File: config.mk
export PLATFORM = sky130hd
export DESIGN_NAME = mult32x32_ctl
export DESIGN_NICKNAME = d
export VERILOG_FILES = /design/src/rtl/mult32x32_ctl.sv
export SDC_FILE = /design/constraint.sdc
export NUM_CORES = 1
export LEC_CHECK = 0
export CAP_MARGIN = 25
export CORE_MARGIN = 2
export CORE_UTILIZATION = 45
export CTS_BUF_LIST = sky130_fd_sc_hd__clkbuf_2
export DETAILED_ROUTE_END_ITERATION = 12
export PLACE_DENSITY = 0.78
export SKIP_CTS_REPAIR_TIMING = 1
export SLEW_MARGIN = 20
export SYNTH_ARGS = -nofsm -noshare
export SYNTH_HDL_FRONTEND = slang
export SYNTH_SLANG_ARGS = --single-unit
File: constraint.sdc
create_clock -name clk -period 2.2 [get_ports clk]
set_clock_uncertainty 0.2 [all_clocks]
set_input_delay 0.55 -clock clk [delete_from_list [all_inputs] [get_ports clk]]
set_output_delay 0.55 -clock clk [all_outputs]
set_load 0.05 [all_outputs]
File: src/rtl/mult32x32_ctl.sv
// Sequencer for the 32x32 multiplier built on an 8x16 partial-product unit.
// Clears the product, steps 8 byte-by-halfword products, then pulses done.
module mult32x32_ctl #(
   parameter int A_STEP = 8,
   parameter int B_STEP = 16
) (
   input  logic       clk,
   input  logic       rst,
   input  logic       start,
   input  logic       abort,
   output logic [1:0] a_sel,
   output logic       b_sel,
   output logic [5:0] shift_val,
   output logic       upd_prod,
   output logic       clr_prod,
   output logic       busy,
   output logic       done,
   output logic       valid
);

   typedef enum logic [1:0] {
      IDLE = 2'd0,
      CLR  = 2'd1,
      ACC  = 2'd2,
      DONE = 2'd3
   } state_t;

   state_t     state_q, state_d;
   logic [2:0] k_q, k_d;
   logic       valid_d;
   logic [1:0] a_sel_d;
   logic       b_sel_d;
   logic [5:0] shift_d;
   logic       upd_d, clr_d, busy_d, done_d;

   always_comb begin
      state_d = state_q;
      k_d     = k_q;
      valid_d = valid;
      unique case (state_q)
         IDLE: begin
            if (start) begin
               state_d = CLR;
               valid_d = 1'b0;
            end
         end
         CLR: begin
            k_d     = 3'd0;
            state_d = abort ? IDLE : ACC;
         end
         ACC: begin
            if (abort) begin
               state_d = IDLE;
               k_d     = 3'd0;
            end else if (k_q == 3'd7) begin
               state_d = DONE;
               k_d     = 3'd0;
            end else begin
               k_d = k_q + 3'd1;
            end
         end
         DONE: begin
            state_d = IDLE;
            valid_d = 1'b1;
         end
         default: begin
            state_d = IDLE;
            k_d     = 3'd0;
         end
      endcase
   end

   // Outputs are decoded from the next state so they register in step with it.
   always_comb begin
      a_sel_d = 2'd0;
      b_sel_d = 1'b0;
      shift_d = 6'd0;
      upd_d   = 1'b0;
      clr_d   = (state_d == CLR);
      busy_d  = (state_d != IDLE);
      done_d  = (state_d == DONE);
      if (state_d == ACC) begin
         a_sel_d = k_d[1:0];
         b_sel_d = k_d[2];
         shift_d = 6'(A_STEP * int'(k_d[1:0]) + B_STEP * int'(k_d[2]));
         upd_d   = 1'b1;
      end
   end

   always_ff @(posedge clk or posedge rst) begin
      if (rst) begin
         state_q   <= IDLE;
         k_q       <= 3'd0;
         a_sel     <= 2'd0;
         b_sel     <= 1'b0;
         shift_val <= 6'd0;
         upd_prod  <= 1'b0;
         clr_prod  <= 1'b0;
         busy      <= 1'b0;
         done      <= 1'b0;
         valid     <= 1'b0;
      end else begin
         state_q   <= state_d;
         k_q       <= k_d;
         a_sel     <= a_sel_d;
         b_sel     <= b_sel_d;
         shift_val <= shift_d;
         upd_prod  <= upd_d;
         clr_prod  <= clr_d;
         busy      <= busy_d;
         done      <= done_d;
         valid     <= valid_d;
      end
   end

endmodule

==> run metrics <==
H-tree levels 1; Worst-Skew Late Latency 260 ps; final wirelength 1407 um; Most Frequent Cell on Critical Path ha_1; highest-delay cell along the critical path dfrtp_1; WP data required 2140 ps; DIE WIDTH 45.42 um; most frequent cells in the layout dfrtp_1 (14), buf_4 (11), ha_1 (7); RePlAce Congestion 0.7594; r2r setup slk 140 ps; commonest non-fill, non-tap cell in the layout dfrtp_1; mapped cell area 772.0 um2; final-layout fill cell count 136; WS Path Type reg2reg; drt first pass iters 4; HPWL after DPL 1034 um; vias per cell 5.186; number of global-route vias before repair 512; Worst Setup End Kind flip-flop; gate count of the mapped netlist 67; Vert. Die Dim 45.42 um; first-pass GRT wire length 2208 um; Initial Utilization 0.4952; Final setup viols 0; Yosys cell types 24; Detail Route Antenna Nets 0; pwr dens 1120 mW/mm2; hold_ws 358.3 ps; pin count of the biggest net entering global routing 16; initial antenna violation count 0; adder-cell area share of the yosys netlist 0.1135; Final Cycle Share 0.9374; cell area after layout 958.4 um2; share of layout cells above drive strength 1 0.3023; worst slack, placed -288.8 ps; Final Hold Viols 0; vias 529; Max Cap Viol 0; num ports 18; VDD IR max 0.0004745 V; total gr overflow 0; DP Area 922.1 um2; simple-gate share of the synthesized area 0.1734; RSZ-0062 raised after global routing no; Synth Area in Compound Gates 0.1540; Max Root-Sink Buffers 2; final setup TNS 0 ps; CTS tree built; CTS clk-pin slew, worst paths 130 ps; Die Area 0.002063 mm2; main combinational cell family by area after synthesis simple AND/OR/NAND/NOR gates; row count 14; Ant. Diodes 0; CP peak stage delay 430 ps; mux cell area share after synthesis 0; flops & latches, synth 15; CP max FO 10; core area 0.001559 mm2; CTS sink count 15; Slew Limit Fails 0; Worst slew margin 0.6270; remaining routing DRC violations 0; Final min period 2062 ps; WL/cell 13.79 um; status completed; Overall Global Routing Usage 0.1485; crit-path cells ha_1 > ha_1 > nor2_1 > o41ai_4 > buf_4 > a2111oi_0; syn avg cell area 11.52 um2; Final WS setup 137.7 ps; leakage 0.5219 nW; CTS Buf Count 3; starting DRC count in detailed routing 7; fmax 484.9 MHz; worst slew pin tran 558.9 ps; Root Buffer clkbuf_2; nets@finish 98; Yosys warning count 0; XOR/XNOR Fraction of Synth Area 0; PortBufs 14; fin util 0.6148; P&R area growth vs syn 24.15%; CP Data Arrival Time 2010 ps; HP Class reg2reg; startpoint types flip-flop; Seq/Total Area, Yosys 0.4862
## cell type report
cell class	instances	area [um2]	area share
clock buffers	4	20.02	0.02089
inverters	6	22.52	0.02350
multi-input cells	44	359.1	0.3747
flip-flops and latches	15	376.6	0.3930
well taps	16	20.02	0.02089
repair buffers	17	160.2	0.1671
## cells by family after synthesis
logic type	Yosys count
other cells	1
flops	15
compound gates	10
fa+ha+maj	7
simple gates	24
buf+inv	10
## through the flow
stage                     total power [mW]  instances
after floorplan                     0.7636         69
after global routing                 1.142        102
final                                1.073        102
after global placement              0.9341         98
after detailed placement            0.9486         98
after CTS                            1.079        102
## Yosys cell counts (all sizes together)
library cell,count,area (um2)
nor3b,1,12.51
o41ai,1,27.53
buf,4,30.03
dfrtp,15,375.4
nand3,3,15.01
and2b,1,8.760
nor2b,1,6.260
conb,1,3.750
o21bai,1,7.510
or2b,1,8.760
nand2,4,15.01
nor4,2,12.51
a2111oi,3,26.28
a21oi,1,5.000
o21ai,1,8.760
inv,6,22.52
nand2b,4,25.02
nor2,6,25.03
o21a,1,7.510
nor3,1,5.000
o21ba,1,10.01
o311ai,1,26.28
ha,7,87.58
## worst paths after layout
check | start | end | cells past startpoint
min reg2reg | valid | valid | 2
max reg2reg | k_q[0] | b_sel | 6
min | valid | valid | 2
max in group asynchronous | rst | state_q[1] | 2
min in group asynchronous | rst | busy | 2
max | k_q[0] | b_sel | 6
## flip-flops by register name (all words and copies together) (netlist names)
register,flops
clr_prod,1
shift_val,2
k_q,3
busy,1
valid,1
upd_prod,1
a_sel,2
b_sel,1
state_q,2
done,1
## report_power, final
part	switching [mW]	total (mW)	internal, mW
clock	0.0791	0.127	0.0482
combinational	0.361	0.589	0.228
sequential	0.0351	0.357	0.322
## worst max-delay path, delay by kind of cell, from the launching register on
kind            cells  cell delay (ps)
simple gates        1              210
compound gates      2              470
fa+ha+maj           2              450
flops               1              430
buf+inv             1              180
## per-layer routing
layer / global-route usage / up-vias / part of all wire
li1: - / 263 / -
met1: 0.1883 / 249 / 0.47
met2: 0.2535 / 17 / 0.47
met3: 0.04762 / 0 / 0.050
met4: 0.01765 / 0 / 0
met5: 0 / - / 0
Power figures use the tool's default switching activity.
